===== src/rtl/fib_seq_ctrl.sv =====
// Moore FSM sequencing a two-register Fibonacci datapath (A, B, adder).
// Optional `define FIB_ABORT_EN adds an abort input that cancels a run in INIT/ADD.
module fib_seq_ctrl #(
  parameter int unsigned N_W = 5
) (
  input  logic           clk,
  input  logic           CLR_n,
  input  logic           start,
  input  logic [N_W-1:0] n,
  input  logic           carry,
`ifdef FIB_ABORT_EN
  input  logic           abort,
`endif
  output logic           busy,
  output logic           done,
  output logic           ovf,
  output logic           ldA,
  output logic           selA,
  output logic           ldB,
  output logic           selB,
  output logic [N_W-1:0] cnt
);

  typedef enum logic [1:0] {
    StIdle,
    StInit,
    StAdd,
    StDone
  } state_e;

  state_e         state_q, state_d;
  logic [N_W-1:0] n_reg_q, n_reg_d;
  logic [N_W-1:0] cnt_q, cnt_d;
  logic           ovf_q, ovf_d;
  logic [N_W-1:0] cnt_inc;
  logic           abort_hit;

  assign cnt_inc = cnt_q + 1'b1;

`ifdef FIB_ABORT_EN
  assign abort_hit = abort && ((state_q == StInit) || (state_q == StAdd));
`else
  assign abort_hit = 1'b0;
`endif

  always_ff @(posedge clk or negedge CLR_n) begin
    if (!CLR_n) begin
      state_q <= StIdle;
      n_reg_q <= '0;
      cnt_q   <= '0;
      ovf_q   <= 1'b0;
    end else begin
      state_q <= state_d;
      n_reg_q <= n_reg_d;
      cnt_q   <= cnt_d;
      ovf_q   <= ovf_d;
    end
  end

  always_comb begin
    state_d = state_q;
    n_reg_d = n_reg_q;
    cnt_d   = cnt_q;
    ovf_d   = ovf_q;
    busy    = 1'b0;
    done    = 1'b0;
    ldA     = 1'b0;
    selA    = 1'b0;
    ldB     = 1'b0;
    selB    = 1'b0;

    unique case (state_q)
      StIdle: begin
        if (start) begin
          n_reg_d = n;
          state_d = StInit;
        end
      end
      StInit: begin
        busy    = 1'b1;
        ldA     = 1'b1;
        ldB     = 1'b1;
        cnt_d   = '0;
        ovf_d   = 1'b0;
        state_d = (n_reg_q == '0) ? StDone : StAdd;
      end
      StAdd: begin
        busy    = 1'b1;
        ldA     = 1'b1;
        selA    = 1'b1;
        ldB     = 1'b1;
        selB    = 1'b1;
        cnt_d   = cnt_inc;
        if (carry) begin
          ovf_d = 1'b1;
        end
        // cnt never wraps: the run stops once cnt reaches n_reg
        state_d = (cnt_inc == n_reg_q) ? StDone : StAdd;
      end
      StDone: begin
        busy    = 1'b1;
        done    = 1'b1;
        state_d = StIdle;
      end
      default: state_d = StIdle;
    endcase

    // Abort wins over every transition and freezes cnt/ovf at their current values
    if (abort_hit) begin
      ldA     = 1'b0;
      ldB     = 1'b0;
      cnt_d   = cnt_q;
      ovf_d   = ovf_q;
      state_d = StIdle;
    end
  end

  assign cnt = cnt_q;
  assign ovf = ovf_q;

endmodule

===== config.mk =====
export PLATFORM = sky130hd
export DESIGN_NAME = fib_seq_ctrl
export DESIGN_NICKNAME = d
export VERILOG_FILES = /design/src/rtl/fib_seq_ctrl.sv
export SDC_FILE = /design/constraint.sdc
export NUM_CORES = 1
export LEC_CHECK = 0
export BUFFER_PORTS_ARGS = -buffer_cell sky130_fd_sc_hd__clkbuf_2
export CAP_MARGIN = 30
export CELL_PAD_IN_SITES_DETAIL_PLACEMENT = 0
export CELL_PAD_IN_SITES_GLOBAL_PLACEMENT = 2
export CORE_ASPECT_RATIO = 0.9
export CORE_UTILIZATION = 30
export CTS_BUF_LIST = sky130_fd_sc_hd__clkbuf_4
export CTS_CLUSTER_SIZE = 8
export DETAILED_ROUTE_END_ITERATION = 10
export HOLD_SLACK_MARGIN = 0.05
export PLACE_DENSITY = 0.82
export SYNTH_ARGS = -nofsm -noshare
export SYNTH_HDL_FRONTEND = slang
export SYNTH_SLANG_ARGS = --single-unit
export TNS_END_PERCENT = 5

===== constraint.sdc =====
create_clock -name clk -period 1.7 [get_ports clk]
set_input_delay 0.085 -clock clk [delete_from_list [all_inputs] [get_ports clk]]
set_output_delay 0.085 -clock clk [all_outputs]
set_load 0.02 [all_outputs]

== Yosys cells after proc, flatten, opt, wreduce, memory -nomap -nowiden ==
Index checks and enable logic that the tools add are counted.

* Flip-flop bits (word level): 13
* Logic and storage cells: 29
* Input port bits: 9

* Multiplexer cells: 11
* Equality and inequality tests: 6
* Reductions and logical operators: 7
* $add $sub $neg: 1

{| class="wikitable"
|+ Operator list
! kind !! count
|-
| $pmux 5 s2 || 1
|-
| $pmux 2 s4 || 1
|-
| $mux 1 || 7
|-
| $add 5x1->5 const B || 1
|-
| $eq 5x5->1 || 1
|-
| $logic_not 5->1 || 1
|-
| $eq 2x2->1 const B || 2
|-
| $ne 2x2->1 const B || 2
|-
| $reduce_and 2->1 || 2
|-
| $reduce_or 3->1 || 1
|-
| $eq 2x1->1 const B || 1
|-
| $logic_not 2->1 || 1
|-
| $mux 2 || 1
|-
| $pmux 1 s2 || 1
|-
| $reduce_bool 2->1 || 1
|-
| $reduce_or 2->1 || 1
|}

== Longest topological paths before layout ==
Gate-level depths: netlist (run 1).

* Depth in word-level cells: 4
* Depth in mapped cells: 6
* Depth with buffers taken out: 6

== Least setup slack after synthesis (run 1) ==
OpenSTA, ideal clock, no wires.

* Path type: reg2reg
* Start point: register state_q[0]
* End point: register cnt_q[3] (netlist: cnt[3])
* Library setup time: 0.082 ns
* Setup slack: 0.124 ns
* Buffers on the path: 1
* Data required time: 1.618 ns
* Arrival: 1.494 ns
* Cell stages (with the launch flop): 7
* Cell sequence: dfrtp_1 > inv_1 > ha_1 > clkbuf_1 > nor3b_1 > a21oi_1 > o22ai_1

* Cells in the longest elaborated chain, start to end: 2
* Elaborated cells on any way between the ends: 4
* Those cells by class: eq/ne (2); mux (1); reduce/logical (1)

{| class="wikitable"
|+ RTL lines
! item !! line !! RTL
|-
| from (decl) || 31 || <nowiki>state_e state_q, state_d;</nowiki>
|-
| from (signal assigned) || 48 || <nowiki>state_q <= StIdle;</nowiki>
|-
| from (signal assigned) || 53 || <nowiki>state_q <= state_d;</nowiki>
|-
| $eq 2x2->1 or $eq 2x1->1 (tied branches) || 72 || <nowiki>unique case (state_q)</nowiki>
|-
| $pmux 5 s2 or $reduce_bool 2->1 (tied branches) || - ||
|-
| to (signal assigned) || 55 || <nowiki>cnt_q <= cnt_d;</nowiki>
|-
| to (decl) || 33 || <nowiki>logic [N_W-1:0] cnt_q, cnt_d;</nowiki>
|}

Parallel ways exist; a longest one is shown, timed or not.
A chain may end at the register's enable or synchronous reset.

== Worst setup path in the final report (run 1) ==
* Start point: register state_q[0]
* End point: output port ldA

* Cells in the longest elaborated chain, start to end: 3
* Elaborated cells on any way between the ends: 4
* Those cells by class: eq/ne (2); mux (1); reduce/logical (1)

{| class="wikitable"
|+ RTL lines
! item !! line !! RTL
|-
| $eq 2x2->1 or $eq 2x1->1 (tied branches) || 72 ||
|-
| $reduce_or 2->1 (no line) * || - ||
|-
| $mux 1 * || 72 ||
|-
| to (decl) || 17 || <nowiki>output logic ldA,</nowiki>
|}

Mark *: on every way between the ends. The rest lies on a longest branch, timed or not.

==> summary.md, run 1 <==
| Metric | Value |
|---|---|
| Largest driver fanout on the critical path | 9 |
| Sequential Area | between 300 and 400 sq um |
| Clock transition at path regs | approximately 0.09 ns |
| Hold Buf Count CTS | 7 |
| Pre-antenna DRT Iters | 4 |
| Initial antenna violation count | 0 |
| Power, Total | 1729 uW |
| Port Buf Inserts | 20 |
| Final antenna-violating net count | 0 |
| Peak supply drop | 0.9098 mV |
| Placer Congestion | 0.7404 |
| Antenna diode count | 0 |
| Post-CTS setup buffers | 0 |
| Die ar. | between 2000 and 3000 sq um |
| Setup_tns | 0 ns |
| Root Buffer Master | clkbuf_4 |
| CTS tree | built |
| Global route overflow | 0 |
| CP max stage cell | ha_1 |
| Worst-Margin Slew | between 0.3 and 0.4 ns |
| #FFs+latches synth | 13 |
| FF-to-FF setup slack | 0.19 ns |
| CTS sink count | 13 |
| Clock Path Buffers | 2 |
| Status | complete, no violations |
| Critical R2R Launch | cnt[0]$_DFFE_PN0P_ |
| Commonest non-fill, non-tap cell in the layout | clkbuf_2 |
| Crit path time final | 1.545 ns |
| Vias in the first global route | 631 |
| Critical path arrival | 1.46 ns |
| Leak | 0.0004844 uW |
| Clk Latency, worst-skew pair | 0.28 ns |
| Clock buffer count from CTS | 3 |
| GRT Util Overall | 14.14% |
| Crit path cell chain | inv_1, ha_1, clkbuf_2 |
| CP startpoint kind | register |
| HP Start | start |
| Hold Fails Final Rpt | 0 |
| Syn_nets | slightly below 90 |
| P per Cell Area | 1786 nW/um^2 |
| Layout cell share with drive strength beyond 1 | 32.35% |
| Hold path depth | 3 |
| Io pins | 21 |
| Die width | ~54 um |
| Final number of setup-violating endpoints | 0 |
| Sequential-to-total area share from yosys stat | 43.92% |
| Fin. max-slew vios | 0 |
| Worst setup EP type | primary output |
| H-tree levels | 1 |
| Detailed Route Iter0 Violations | 4 |
| Row Count | 16 |
| Max-Cap Viols | 0 |
| Distinct cells, synth | 24 |
| Crit path required time | 1.62 ns |
| Fill cell count | 230 |
| DR vias/cell | 4.783 |
| Synthesized netlist cell count | 72 |
| Global-route wire length before repair | 2.697 mm |
| CORE AREA | approximately 2300 sq um |
| Slowest stage delay, CP | 0.46 ns |
| Slew HR | 77.28% |
| Peak Freq | 647.0 MHz |
| Cells on worst reg2reg path | 5 |
| Area delta synth->final | 30.74% |
| CTS-repair resized insts | 0 |
| Setup Skew | 0.004018 ns |
| HPWL Detailed | 1.202 mm |
| WS Path Type | reg2out |
| Initial Util | about a third |
| Period utilisation layout | around 90% |
| DR vias | around 600 |
| Largest net degree at the start of global routing | 14 |
| Synth Cell Area | 740.7 sq um |
| RR Endpoint | state_q[0]$_DFFE_PN0P_ |
| Routed wire length | 1.556 mm |
| Hold_ws | 0.1648 ns |
| Routed WL per cell | approximately 12 um |
| DR DRC count | 0 |
| Syn Area/Cell | 10.29 sq um |
| HP Class | in2reg |
| Die height | slightly below 50 um |
| Nets | roughly 120 |
| RSZ-0062 raised after global routing | no |
| Leading cell types in the layout, fill and taps excluded | clkbuf_2 (20), dfrtp_1 (13), inv_1 (8) |
| Synth warn | 0 |
| Hold Path Sink | state_q[1]$_DFFE_PN0P_ |
| Multi-input combinational cell area | between 300 and 400 sq um |
worst max-delay path, delay by kind of cell (launching register included):
| family | cells | cell delay (ns) |
|---|---|---|
| adder cells (fa/ha/maj) | 1 | 0.46 |
| flip-flops | 1 | 0.40 |
| buffers and inverters | 2 | 0.33 |
synthesized netlist by cell type (all sizes together):
cell | count | share of area [%]
nor4 | 1 | 0.85
nand2 | 6 | 3.0
o22ai | 1 | 0.85
a211oi | 1 | 1.7
xor2 | 4 | 4.7
nand4b | 1 | 1.2
a21oi | 1 | 0.68
inv | 8 | 4.1
mux2 | 5 | 7.6
o21ai | 7 | 4.7
a31oi | 2 | 1.7
nand3 | 4 | 3.4
mux2i | 1 | 1.4
a21o | 1 | 1.0
nor2 | 1 | 0.51
nor3 | 1 | 0.68
clkbuf | 1 | 0.51
xnor2 | 3 | 3.5
dfrtp | 13 | 44
ha | 6 | 10
nand2b | 1 | 0.85
buf | 2 | 2.0
nor3b | 1 | 1.0
worst max path at each step:
stage	from	end	slack, ns	depth (start not counted)
global route	state_q[1]$_DFFE_PN0P_	ldB	0.07	3
finish	state_q[0]$_DFFE_PN0P_	ldA	0.15	3
floorplan	state_q[0]$_DFFE_PN0P_	cnt[3]$_DFFE_PN0P_	0.12	6
detailed placement	cnt[0]$_DFFE_PN0P_	state_q[0]$_DFFE_PN0P_	0.23	5
global placement	state_q[0]$_DFFE_PN0P_	cnt[4]$_DFFE_PN0P_	0.28	5
CTS	state_q[1]$_DFFE_PN0P_	ldB	0.15	3
area by class of cell:
cell class	instances	share of cell area, %
multi-input cells	48	37.86
clock inverters	1	0.5168
flip-flops and latches	13	33.59
clock buffers	3	2.326
well taps	27	3.488
inverters	8	3.101
repair buffers	29	19.12
logic make-up after synthesis:
logic type,after synthesis,synth area share [%]
AND/OR/NAND/NOR,16,11.49
AO/OA/AOI/OAI,13,10.64
flip-flops,13,43.92
buffers and inverters,11,6.587
XOR/XNOR,7,8.277
multiplexers,6,8.952
adder cells (fa/ha/maj),6,10.13
report_power, final:
group | internal (uW) | switching, uW
logic | 410 | 569
clock network | 87.4 | 109
registers | 432 | 123
total | 929 | 801
registers in the layout (all words and copies together) (netlist names):
name	cells
cnt	5
n_reg_q	5
state_q	2
ovf	1
layer usage:
layer  share of wire [%]  vias up  track usage (%)  wire length (um)
met5                   0        -                0                 0
met4                0.71        0            5.128                11
met3                 4.8        3            5.919                75
met2                  51       14            22.15               795
met1                  43      299            16.86               673
li1                    -      301                -                 -
per-stage QoR:
| step | setup slack [ns] | util [%] | instances | instance area, sq um |
|---|---|---|---|---|
| after detailed placement | 0.2252 | 38.50 | 118 | 870.8 |
| after global placement | 0.2844 | 38.50 | 118 | 870.8 |
| final | 0.1545 | 42.81 | 129 | 968.4 |
| after floorplan | 0.1239 | - | 72 | 740.7 |
| after CTS | 0.1462 | 42.81 | 129 | 968.4 |
| after global routing | 0.06896 | 42.81 | 129 | 968.4 |
No activity file was read; power rests on OpenSTA's default activity.
==> inputs of run 2 (changes only) <==
- CAP_MARGIN: 30 -> default
- CORE_UTILIZATION: 30 -> 32
- PLACE_DENSITY: 0.82 -> 0.86
==> run 2 against run 1 <==
Effect of this change:
- non-clock buffer count down 2
- register-to-register slack worse by 0.04 ns
- flip-flop and latch count unchanged
- global-route usage down 1.0 points
- sequential power about the same
- final area down 1.6%
- clock skew down 0.0010 ns
- clock-buffer cell count up 1
- critical path type unchanged
- critical endpoint is now ldB
- largest cell class unchanged
==> summary.md, run 2 (synthesis gave the netlist of run 1 again) <==
| Metric | Value |
|---|---|
| Largest net degree at the start of global routing | 14 |
| H-tree levels | 1 |
| Placer Congestion | 0.6956 |
| Die ar. | 2512 sq um |
| Period utilisation layout | between 90% and 100% |
| Global route overflow | 0 |
| Routed wire length | 1.455 mm |
| Leak | 0.0004761 uW |
| CP max stage cell | ha_1 |
| Area delta synth->final | 28.72% |
| Peak Freq | between 600 and 700 MHz |
| Clk Latency, worst-skew pair | 0.27 ns |
| Initial Util | between 30% and 40% |
| CTS-repair resized insts | 0 |
| CP startpoint kind | register |
| Io pins | 21 |
| Final number of setup-violating endpoints | 0 |
| Status | complete, no violations |
| Leading cell types in the layout, fill and taps excluded | clkbuf_2 (20), dfrtp_1 (13), inv_1 (8) |
| Setup_tns | 0 ns |
| HP Class | in2reg |
| Antenna diode count | 0 |
| WS Path Type | reg2out |
| Met3 WL | 48 um |
| Placed cells | 117 |
| Initial antenna violation count | 0 |
| HP Start | carry |
| DR DRC count | 0 |
| Crit path time final | ~1.6 ns |
| Post-Layout Cell Count | 127 |
| CORE AREA | ~2200 sq um |
| Post-CTS setup buffers | 0 |
| Die height | ~48 um |
| Final antenna-violating net count | 0 |
| Pre-antenna DRT Iters | 4 |
| Clock transition at path regs | approximately 0.080 ns |
| Fin. max-slew vios | 0 |
| Worst-Margin Slew | 0.3335 ns |
| Finished Cell Area | ~950 sq um |
| Final Util | 43.69% |
| Top sig layer | met4 |
| Global-route wire length before repair | 2.346 mm |
| Routed WL per cell | 11.46 um |
| Vias in the first global route | approximately 530 |
| Layout cell share with drive strength beyond 1 | around a third |
| DR vias/cell | 4.685 |
| P per Cell Area | around 1800 nW/um^2 |
| Largest driver fanout on the critical path | 12 |
| DR vias | approximately 600 |
| Port Buf Inserts | 20 |
| Post-Route M1 WL | 679 um |
| Die width | 52.72 um |
| Slew HR | roughly 78% |
| Hold Fails Final Rpt | 0 |
| Worst Path Buf+Inv | 2 |
| Max-Cap Viols | 0 |
| Root Buffer Master | clkbuf_4 |
| Commonest non-fill, non-tap cell in the layout | clkbuf_2 |
| Slowest stage delay, CP | 0.49 ns |
| Worst setup EP type | primary output |
| Clock buffer count from CTS | 3 |
| Crit path cell chain | inv_1, ha_1, clkbuf_2 |
| Nets | 116 |
| Peak supply drop | 0.9061 mV |
| Crit path required time | about 1.6 ns |
| Routed wl met2 | 720 um |
| RSZ-0062 raised after global routing | no |
| GRT Util Overall | 13.12% |
| Critical path arrival | approximately 1.5 ns |
| Critical path origin | state_q[0]$_DFFE_PN0P_ |
| Row Count | 16 |
| Detailed Route Iter0 Violations | 3 |
| HPWL Detailed | approximately 1.1 mm |
| Crit path max-delay family | adder cells |
| Setup Skew | around 0.0030 ns |
| Clock Path Buffers | 2 |
| Critical R2R Launch | cnt[0]$_DFFE_PN0P_ |
| Area after DPL | 863.3 sq um |
| CTS tree | built |
| CTS sink count | 13 |
==> run 2: cell count changes in the layout (fill, tap and decap cells not counted), sizes merged <==
cell / before / now
buf: 2 / 1
clkbuf: 23 / 24
clkinv: 1 / 0
dlygate4sd3: 7 / 6
==> run 2: final cells by class <==
cell class | count | area [sq um]
multi-input cells | 48 | 366.6
inverters | 8 | 30.03
well taps | 27 | 33.78
clock buffers | 4 | 30.03
repair buffers | 27 | 167.7
flip-flops and latches | 13 | 325.3
fillers | 229 | 1229
==> run 2: worst min-delay path: cells and delay by family <==
family	cells	cell delay, ns
compound gates	2	0.12
buf+inv	1	0.07
==> run 2: power by group <==
part,internal (uW),total [uW],leakage [uW],switching [uW]
Clock,107,206,0.0000184,99.8
Sequential,432,551,0.000163,119
Combinational,381,940,0.000294,559
==> run 2: worst paths after layout <==
kind                                          end  slack [ns]  cells after the start
max                                           ldB        0.11                      3
min                               ovf$_DFFE_PN0P_        0.05                      3
max reg2reg                state_q[0]$_DFFE_PN0P_        0.15                      5
min reg2reg                       ovf$_DFFE_PN0P_        0.54                      2
max in group asynchronous      cnt[0]$_DFFE_PN0P_        1.22                      2
min in group asynchronous  n_reg_q[0]$_DFFE_PN0P_        0.24                      2
==> run 2: stage by stage <==
| step | power, uW | hold WS, ns | setup slack [ns] |
|---|---|---|---|
| floorplan | 1277 | -0.2106 | 0.1239 |
| global placement | 1483 | -0.002181 | 0.2029 |
| detailed placement | 1497 | 0.001100 | 0.1581 |
| CTS | 1718 | 0.05106 | 0.1013 |
| global route | 1850 | 0.07441 | 0.02523 |
| finish | 1697 | 0.04720 | 0.1079 |
==> run 2: layer usage <==
layer / GRT usage [%] / vias to the layer above
met5: 0 / -
met4: 3.158 / 0
met3: 2.222 / 2
met2: 24.56 / 9
met1: 15.92 / 284
li1: - / 300
==> run 2: repair_timing <==
| action | CTS | global route |
|---|---|---|
| hold buffers | 6 | 0 |
| endpoints found under the setup margin | 0 | 0 |
| hold endpoints to repair | 18 | 0 |
